$ cat src/rtl/pl_reg_flow_ctrl_if.sv
// rtl/pl_reg_flow_ctrl_if.sv - valid/ready handshake and rank-enable bundle of the pipeline flow controller
interface pl_reg_flow_ctrl_if #(
    parameter int R  = 3,
    parameter int CW = 3
);
    logic          in_valid;
    logic          in_ready;
    logic          out_valid;
    logic          out_ready;
    logic          flush;
    logic [R-1:0]  enable;
    logic [CW-1:0] occupancy;
    logic          busy;

    // Controller side: consumes producer/consumer strobes, drives ready/valid and rank enables
    modport master (
        input  in_valid, out_ready, flush,
        output in_ready, out_valid, enable, occupancy, busy
    );

    // Environment side: producer, consumer and flush source
    modport slave (
        output in_valid, out_ready, flush,
        input  in_ready, out_valid, enable, occupancy, busy
    );
endinterface

$ cat src/rtl/pl_reg_flow_ctrl.sv
// rtl/pl_reg_flow_ctrl.sv - valid/ready flow controller driving per-rank load enables of a pipeline register
module pl_reg_flow_ctrl #(
    parameter int stages     = 4,
    parameter int stall_mode = 1,
    parameter int cnt_width  = 3
) (
    input  logic                clk,
    input  logic                rst_n,
    pl_reg_flow_ctrl_if.master  bus
);
    localparam int R = stages - 1;

    // Reject pipe depths with no rank or an occupancy counter too narrow to hold R
    generate
        if (stages < 2 || (2 ** cnt_width) <= R) begin : g_bad_params
            $error("pl_reg_flow_ctrl: illegal stages/cnt_width combination");
        end
    endgenerate

    logic [R-1:0]         v_q;
    logic [R-1:0]         v_d;
    logic [R-1:0]         en;
    logic [cnt_width-1:0] occ;

    // Rank enables: a rank may load when it is empty or its successor moves on.
    // Global mode only looks at the output rank, so bubbles ride along with the stall.
    always_comb begin
        en = '0;
        if (stall_mode == 0) begin
            en = {R{!v_q[R-1] | bus.out_ready}};
        end else begin
            en[R-1] = !v_q[R-1] | bus.out_ready;
            for (int i = R - 2; i >= 0; i--) begin
                en[i] = !v_q[i] | en[i+1];
            end
        end
        if (bus.flush) begin
            en = '0;
        end
    end

    // Next valid vector: enabled ranks take their predecessor's validity, flush empties the pipe
    always_comb begin
        v_d = v_q;
        if (bus.flush) begin
            v_d = '0;
        end else begin
            if (en[0]) begin
                v_d[0] = bus.in_valid;
            end
            for (int i = 1; i < R; i++) begin
                if (en[i]) begin
                    v_d[i] = v_q[i-1];
                end
            end
        end
    end

    // Valid-vector register; reset empties the pipe without waiting for a clock
    always_ff @(posedge clk or negedge rst_n) begin
        if (!rst_n) begin
            v_q <= '0;
        end else begin
            v_q <= v_d;
        end
    end

    // Occupancy is the population count of the valid vector
    always_comb begin
        occ = '0;
        for (int i = 0; i < R; i++) begin
            occ = occ + cnt_width'(v_q[i]);
        end
    end

    assign bus.enable    = en;
    assign bus.in_ready  = en[0];
    assign bus.out_valid = v_q[R-1];
    assign bus.occupancy = occ;
    assign bus.busy      = |v_q;
endmodule

$ cat src/flat_wrapper.sv
// flat-port wrapper written by rule: the top's interface ports become plain ports
module pl_reg_flow_ctrl_flat 
#(
    parameter int stages     = 4,
    parameter int stall_mode = 1,
    parameter int cnt_width  = 3
)
  (clk, rst_n, bus_in_valid, bus_out_ready, bus_flush, bus_in_ready, bus_out_valid, bus_enable, bus_occupancy, bus_busy);
  pl_reg_flow_ctrl_if #(.R(3), .CW(3)) bus_i ();
  input  logic clk;
  input  logic rst_n;
  input wire logic [$bits(bus_i.in_valid)-1:0] bus_in_valid;
  input wire logic [$bits(bus_i.out_ready)-1:0] bus_out_ready;
  input wire logic [$bits(bus_i.flush)-1:0] bus_flush;
  output wire logic [$bits(bus_i.in_ready)-1:0] bus_in_ready;
  output wire logic [$bits(bus_i.out_valid)-1:0] bus_out_valid;
  output wire logic [$bits(bus_i.enable)-1:0] bus_enable;
  output wire logic [$bits(bus_i.occupancy)-1:0] bus_occupancy;
  output wire logic [$bits(bus_i.busy)-1:0] bus_busy;
  assign bus_i.in_valid = bus_in_valid;
  assign bus_i.out_ready = bus_out_ready;
  assign bus_i.flush = bus_flush;
  assign bus_in_ready = bus_i.in_ready;
  assign bus_out_valid = bus_i.out_valid;
  assign bus_enable = bus_i.enable;
  assign bus_occupancy = bus_i.occupancy;
  assign bus_busy = bus_i.busy;
  pl_reg_flow_ctrl #(.stages(stages), .stall_mode(stall_mode), .cnt_width(cnt_width)) u_core (.clk(clk), .rst_n(rst_n), .bus(bus_i));
endmodule
$ cat config.mk
export PLATFORM = sky130hd
export DESIGN_NAME = pl_reg_flow_ctrl_flat
export DESIGN_NICKNAME = d
export VERILOG_FILES = /design/src/rtl/pl_reg_flow_ctrl_if.sv /design/src/rtl/pl_reg_flow_ctrl.sv /design/src/flat_wrapper.sv
export SDC_FILE = /design/constraint.sdc
export NUM_CORES = 1
export LEC_CHECK = 0
export BUFFER_PORTS_ARGS = -buffer_cell sky130_fd_sc_hd__buf_2
export CAP_MARGIN = 25
export CORE_AREA = 2 2 39 41
export CTS_CLUSTER_SIZE = 12
export DETAILED_ROUTE_END_ITERATION = 7
export DIE_AREA = 0 0 41 43
export GPL_TIMING_DRIVEN = 0
export PLACE_DENSITY = 0.4
export SLEW_MARGIN = 20
export SYNTH_ARGS = -nofsm -noshare
export SYNTH_HDL_FRONTEND = slang
export SYNTH_SLANG_ARGS = --single-unit
$ cat constraint.sdc
create_clock -name clk -period 1.33 [get_ports clk]
set_clock_uncertainty 0.05 [all_clocks]
set_input_delay 0.133 -clock clk [delete_from_list [all_inputs] [get_ports clk]]
set_output_delay 0.133 -clock clk [all_outputs]
set_load 0.02 [all_outputs]
Yosys cells after proc, flatten, opt, wreduce, memory -nomap -nowiden

Index checks and enable logic that the tools add are counted.

Bitwise logic cells: 3
Mux-type cells: 5
Reduce and logical (&&, ||, !) cells: 7
$add $sub $neg: 2

Operator list:

| kind              | count |
|---|---|
| $mux 3            | 2 |
| $reduce_bool 2->1 | 3 |
| $add 3x1->3       | 1 |
| $logic_not 1->1   | 3 |
| $mux 1            | 3 |
| $or 1x1->1        | 3 |
| $reduce_or 3->1   | 1 |
| $add 1x1->2       | 1 |

Input bits: 5
Output and inout bits: 9
Register bits: 3
Word-level logic and storage cells: 20

Depth between registers and ports, before layout

Word-level depth: 7
Mapped depth: 4
Gate-level depth less buffers: 4

Least setup slack after synthesis

Ideal clock, no wire load.

Kind: reg-to-output
Start point: register u_core.v_q[2]
End point: output port bus_enable[0]
Data required time: 1.147 ns
Stages on the path, launching flop included: 4
Buffers on the path: 1
Arrival: 1.241 ns
Slack: -0.094 ns
Cell sequence: dfrtp_1 -> nand4b_1 -> nor2b_1 -> buf_4

Longest elaborated chain between the ends: 5

Ends and longest elaborated chain:

| element                  | line                   | text |
|---|---|---|
| from (decl)              | pl_reg_flow_ctrl.sv:20 | `logic [R-1:0] v_q;` |
| from (signal assigned)   | pl_reg_flow_ctrl.sv:64 | `v_q <= v_d;` |
| $logic_not 1->1          | pl_reg_flow_ctrl.sv:32 | `en[R-1] = !v_q[R-1] \| bus.out_ready;` |
| $or 1x1->1               | pl_reg_flow_ctrl.sv:32 |  |
| $or 1x1->1 (2 in series) | pl_reg_flow_ctrl.sv:34 | `en[i] = !v_q[i] \| en[i+1];` |
| $mux 3                   | pl_reg_flow_ctrl.sv:37 | `if (bus.flush) begin` |
| to (decl)                | flat_wrapper.sv:17     | `output wire logic [$bits(bus_i.enable)-1:0] bus_enable;` |

No other way between the ends.

Final worst setup path

Start point: register u_core.v_q[0]
End point: output port bus_occupancy[0]

Longest elaborated chain between the ends: 2

Ends and longest elaborated chain:

| element     | line                   | text |
|---|---|---|
| $add 1x1->2 | pl_reg_flow_ctrl.sv:72 | `occ = occ + cnt_width'(v_q[i]);` |
| $add 3x1->3 | pl_reg_flow_ctrl.sv:72 |  |
| to (decl)   | flat_wrapper.sv:18     | `output wire logic [$bits(bus_i.occupancy)-1:0] bus_occupancy;` |

No other way between the ends.

==> impl_metrics.prom <==
# TYPE chip_impl_metric gauge
chip_impl_info{name="run_status",value="finished with violations"} 1
chip_impl_info{name="violations",value="negative setup slack"} 1
chip_impl_metric{name="syn_area",unit="um^2"} 229.0
chip_impl_metric{name="grt_use_met2",unit=""} 0.1344
chip_impl_metric{name="fmax",unit="GHz"} 0.6267
chip_impl_metric{name="worst-endpoint-required",unit="ps"} 1150
chip_impl_metric{name="power.net_switching",unit="uW"} 102.6
chip_impl_metric{name="p_comb_frac",unit=""} 0.314
chip_impl_metric{name="post_synth_inst_count",unit=""} 22
chip_impl_metric{name="gp_congestion",unit=""} 0.5809
chip_impl_metric{name="global_route.usage.total",unit=""} 0.09063
chip_impl_metric{name="tritoncts_buffer_count",unit=""} 3
chip_impl_metric{name="finalMaxSlewViolations",unit=""} 0
chip_impl_metric{name="drtAntennaViolNets",unit=""} 0
chip_impl_metric{name="synth.lib_cells_used.distinct",unit=""} 13
chip_impl_metric{name="synth_top_cell_area_share",unit=""} 0.3279
chip_impl_metric{name="die-area",unit="mm^2"} 0.001763
chip_impl_info{name="synth_area_leader",value="sky130_fd_sc_hd__dfrtp_1"} 1
chip_impl_metric{name="dr.pass1.iters",unit=""} 2
chip_impl_info{name="largest-register",value="u_core.v_q"} 1
chip_impl_metric{name="port_buffers",unit=""} 13
chip_impl_metric{name="tns",unit="ps"} -930.4
chip_impl_metric{name="wl",unit="um"} 627
chip_impl_metric{name="drt_iter0_drc",unit=""} 5
chip_impl_metric{name="synth.yosys.seq_area_share",unit=""} 0.3279
chip_impl_metric{name="worst-path-stages",unit=""} 3
chip_impl_metric{name="timing.critical_path.buf_inv",unit=""} 2
chip_impl_metric{name="worst_slew_pin_slew",unit="ps"} 133.5
chip_impl_metric{name="cell_rows",unit=""} 14
chip_impl_metric{name="detailroute.via_count",unit=""} 235
chip_impl_info{name="critical_path_class",value="reg -> out"} 1
chip_impl_metric{name="post_route_cells_drive_above_1_share",unit=""} 0.7391
chip_impl_metric{name="switching_share",unit=""} 0.2747
chip_impl_info{name="hp-class",value="in -> reg"} 1
chip_impl_metric{name="via_count_of_the_first_global_routing_pass",unit=""} 232
chip_impl_info{name="registers_with_the_most_flip_flops",value="u_core.v_q (3)"} 1
chip_impl_metric{name="grt_max_degree",unit=""} 7
chip_impl_metric{name="cp_slowest_stage_delay",unit="ps"} 520
chip_impl_info{name="cpLargestDelayFamily",value="adder cells"} 1
chip_impl_info{name="timing.critical_path.cells",value="buf_12, fa_2, buf_6"} 1
chip_impl_metric{name="drc",unit=""} 0
chip_impl_metric{name="initial_utilization",unit=""} 0.1655
chip_impl_info{name="crit_path_top_delay_cell",value="sky130_fd_sc_hd__fa_2"} 1
chip_impl_metric{name="power_frac_clock",unit=""} 0.413
chip_impl_metric{name="fin_crit_period",unit="ps"} 1596
chip_impl_info{name="grt_setup_unrepaired",value="true"} 1
chip_impl_metric{name="fin_hold_ws",unit="ps"} 91.78
chip_impl_metric{name="ys_ff_latch",unit=""} 3
chip_impl_info{name="grt.busiest_layer",value="met2"} 1
chip_impl_metric{name="clk_pin_slew",unit="ps"} 30
chip_impl_metric{name="design.portCount",unit=""} 14
chip_impl_metric{name="number_of_flip_flops_under_the_largest_register_name",unit=""} 3
chip_impl_metric{name="detail_route.vias_per_cell",unit=""} 3.790
chip_impl_metric{name="cts_buffer_depth",unit=""} 2
chip_impl_metric{name="finalWorstSetupSlack",unit="ps"} -265.8
chip_impl_metric{name="p_per_area",unit="mW/mm^2"} 737.3
chip_impl_metric{name="deepest_level_of_the_cts_h_tree",unit=""} 1
chip_impl_metric{name="worstPathMaxFanout",unit=""} 3
chip_impl_metric{name="initial_antenna_violation_count",unit=""} 0
chip_impl_metric{name="min_period_over_period",unit=""} 1.200
chip_impl_metric{name="core-area",unit="mm^2"} 0.001384
chip_impl_metric{name="max_slew_margin",unit=""} 0.9110
chip_impl_metric{name="num-nets-final",unit=""} 57
chip_impl_metric{name="syn_nets",unit=""} 32
chip_impl_metric{name="clkLatencyLatePin",unit="ps"} 230
chip_impl_metric{name="grt_util_met1",unit=""} 0.09416
chip_impl_metric{name="post_drt_wl_per_cell",unit="um"} 10.11
chip_impl_metric{name="final_hold_viol_count",unit=""} 0
chip_impl_metric{name="syn_area_per_cell",unit="um^2"} 10.41
chip_impl_info{name="cts_root_buf",value="sky130_fd_sc_hd__clkbuf_4"} 1
chip_impl_metric{name="flop_pwr_share",unit=""} 0.273
chip_impl_metric{name="internal_power",unit="uW"} 271.0
chip_impl_metric{name="arrival",unit="ps"} 1410
chip_impl_metric{name="min_path_cells",unit=""} 3
chip_impl_metric{name="clock_sinks",unit=""} 3
chip_impl_metric{name="worst_r2r_path_depth",unit=""} 3
chip_impl_metric{name="synth.yosys.warnings",unit=""} 0
chip_impl_metric{name="die_h",unit="um"} 43
chip_impl_metric{name="grt_first_pass_wirelength",unit="um"} 993
chip_impl_metric{name="setup_viol",unit=""} 7
chip_impl_metric{name="num_antenna_cells",unit=""} 0
chip_impl_metric{name="peakVddDrop",unit="mV"} 0.4413
chip_impl_info{name="tritoncts_clock_tree",value="done"} 1
chip_impl_metric{name="power.leakage",unit="uW"} 0.0002556
chip_impl_metric{name="area_growth_syn_to_layout",unit="%"} 121.3
chip_impl_info{name="yosys-top-cells-area",value="sky130_fd_sc_hd__dfrtp_1, sky130_fd_sc_hd__ha_1, sky130_fd_sc_hd__fa_1"} 1
chip_impl_metric{name="groute.layer.met3.usage",unit=""} 0.03141
chip_impl_metric{name="die_width",unit="um"} 41
chip_impl_info{name="crit_end_element",value="primary output"} 1
chip_impl_metric{name="grt.overflow.total",unit=""} 0
chip_impl_info{name="start_kind",value="register"} 1
chip_impl_metric{name="max_cap_viol_count",unit=""} 0
==> metrics by stage <==
step | instances | utilization | cell area (um^2) | worst slack (ps) | total power [uW]
finish | 62 | 0.3662 | 506.7 | -265.8 | 373.6
global route | 62 | 0.3662 | 506.7 | -297.0 | 401.8
CTS | 61 | 0.3580 | 495.5 | -280.2 | 377.2
detailed placement | 51 | 0.2333 | 322.8 | -158.4 | 173.2
global placement | 51 | 0.2333 | 322.8 | -127.9 | 170.7
floorplan | 22 | - | 237.7 | 24.34 | 147.4
==> placed cells by master (no fill, tap or decap), types with 2 or more instances in the layout <==
master                     n
sky130_fd_sc_hd__clkbuf_4  3
sky130_fd_sc_hd__inv_2     2
sky130_fd_sc_hd__ha_4      3
sky130_fd_sc_hd__buf_6     7
sky130_fd_sc_hd__buf_2     6
sky130_fd_sc_hd__buf_4     6
sky130_fd_sc_hd__a21oi_1   2
sky130_fd_sc_hd__dfrtp_2   3
==> cell type report <==
cell class	instances	area [um^2]
inverters	3	11.26
fillers	154	877.1
flip-flops and latches	3	78.83
well taps	16	20.02
clock buffers	4	26.28
multi-input cells	15	186.4
plain buffers	1	11.26
repair buffers	20	172.7
==> per-layer routing <==
layer	part of all wire	wire length [um]
met5	0	0
met4	0.016	10
met3	0.12	73
met2	0.46	286
met1	0.41	256
==> Yosys cell counts <==
cell,n
sky130_fd_sc_hd__nor2b_1,1
sky130_fd_sc_hd__nand2b_1,1
sky130_fd_sc_hd__fa_1,1
sky130_fd_sc_hd__buf_4,1
sky130_fd_sc_hd__nor2_1,1
sky130_fd_sc_hd__a21oi_1,3
sky130_fd_sc_hd__inv_1,3
sky130_fd_sc_hd__and2b_1,1
sky130_fd_sc_hd__nand4b_1,1
sky130_fd_sc_hd__ha_1,4
sky130_fd_sc_hd__o21ba_1,1
sky130_fd_sc_hd__dfrtp_1,3
sky130_fd_sc_hd__nand3b_1,1
==> power by group through the flow <==
stage               clock (uW)  sequential, uW  combinational, uW
CTS                        163             102                112
global route               173             102                126
detailed placement           0             105               68.1
floorplan                    0             105               42.8
global placement             0             104               66.3
finish                     154             102                117
==> cell families (layout without fill, tap and decap cells) <==
family | count (synthesis) | after routing | synth area share
flops | 3 | 3 | 0.3279
simple gates | 6 | 6 | 0.1749
fa+ha+maj | 5 | 5 | 0.3060
compound gates | 4 | 4 | 0.1093
buf+inv | 4 | 28 | 0.08198
==> timing repair <==
item / CTS / global route
hold buffers: 1 / 0
setup buffers: 5 / 1
pin swaps: 4 / 2
endpoints found under the setup margin: 7 / 7
endpoints found under the hold margin: 3 / 0
resized for setup: 23 / 1
==> worst reg2reg max path, cell delays in order, from the launching register on <==
cell and delay, ps:
sky130_fd_sc_hd__dfrtp_2 420, sky130_fd_sc_hd__buf_4 140, sky130_fd_sc_hd__and2b_1 180, sky130_fd_sc_hd__o21ba_1 170
==> final timing paths <==
path | from | slack (ps) | end
setup / recovery | u_core.v_q[0] | -270 | bus_occupancy[0]
hold / removal | bus_in_valid | 90 | u_core.v_q[0]
setup reg to reg | u_core.v_q[2] | 250 | u_core.v_q[2]
hold reg to reg | u_core.v_q[0] | 660 | u_core.v_q[1]
max in group asynchronous | rst_n | 940 | u_core.v_q[1]
min in group asynchronous | rst_n | 170 | u_core.v_q[2]
No activity file was read; power rests on OpenSTA's default activity.
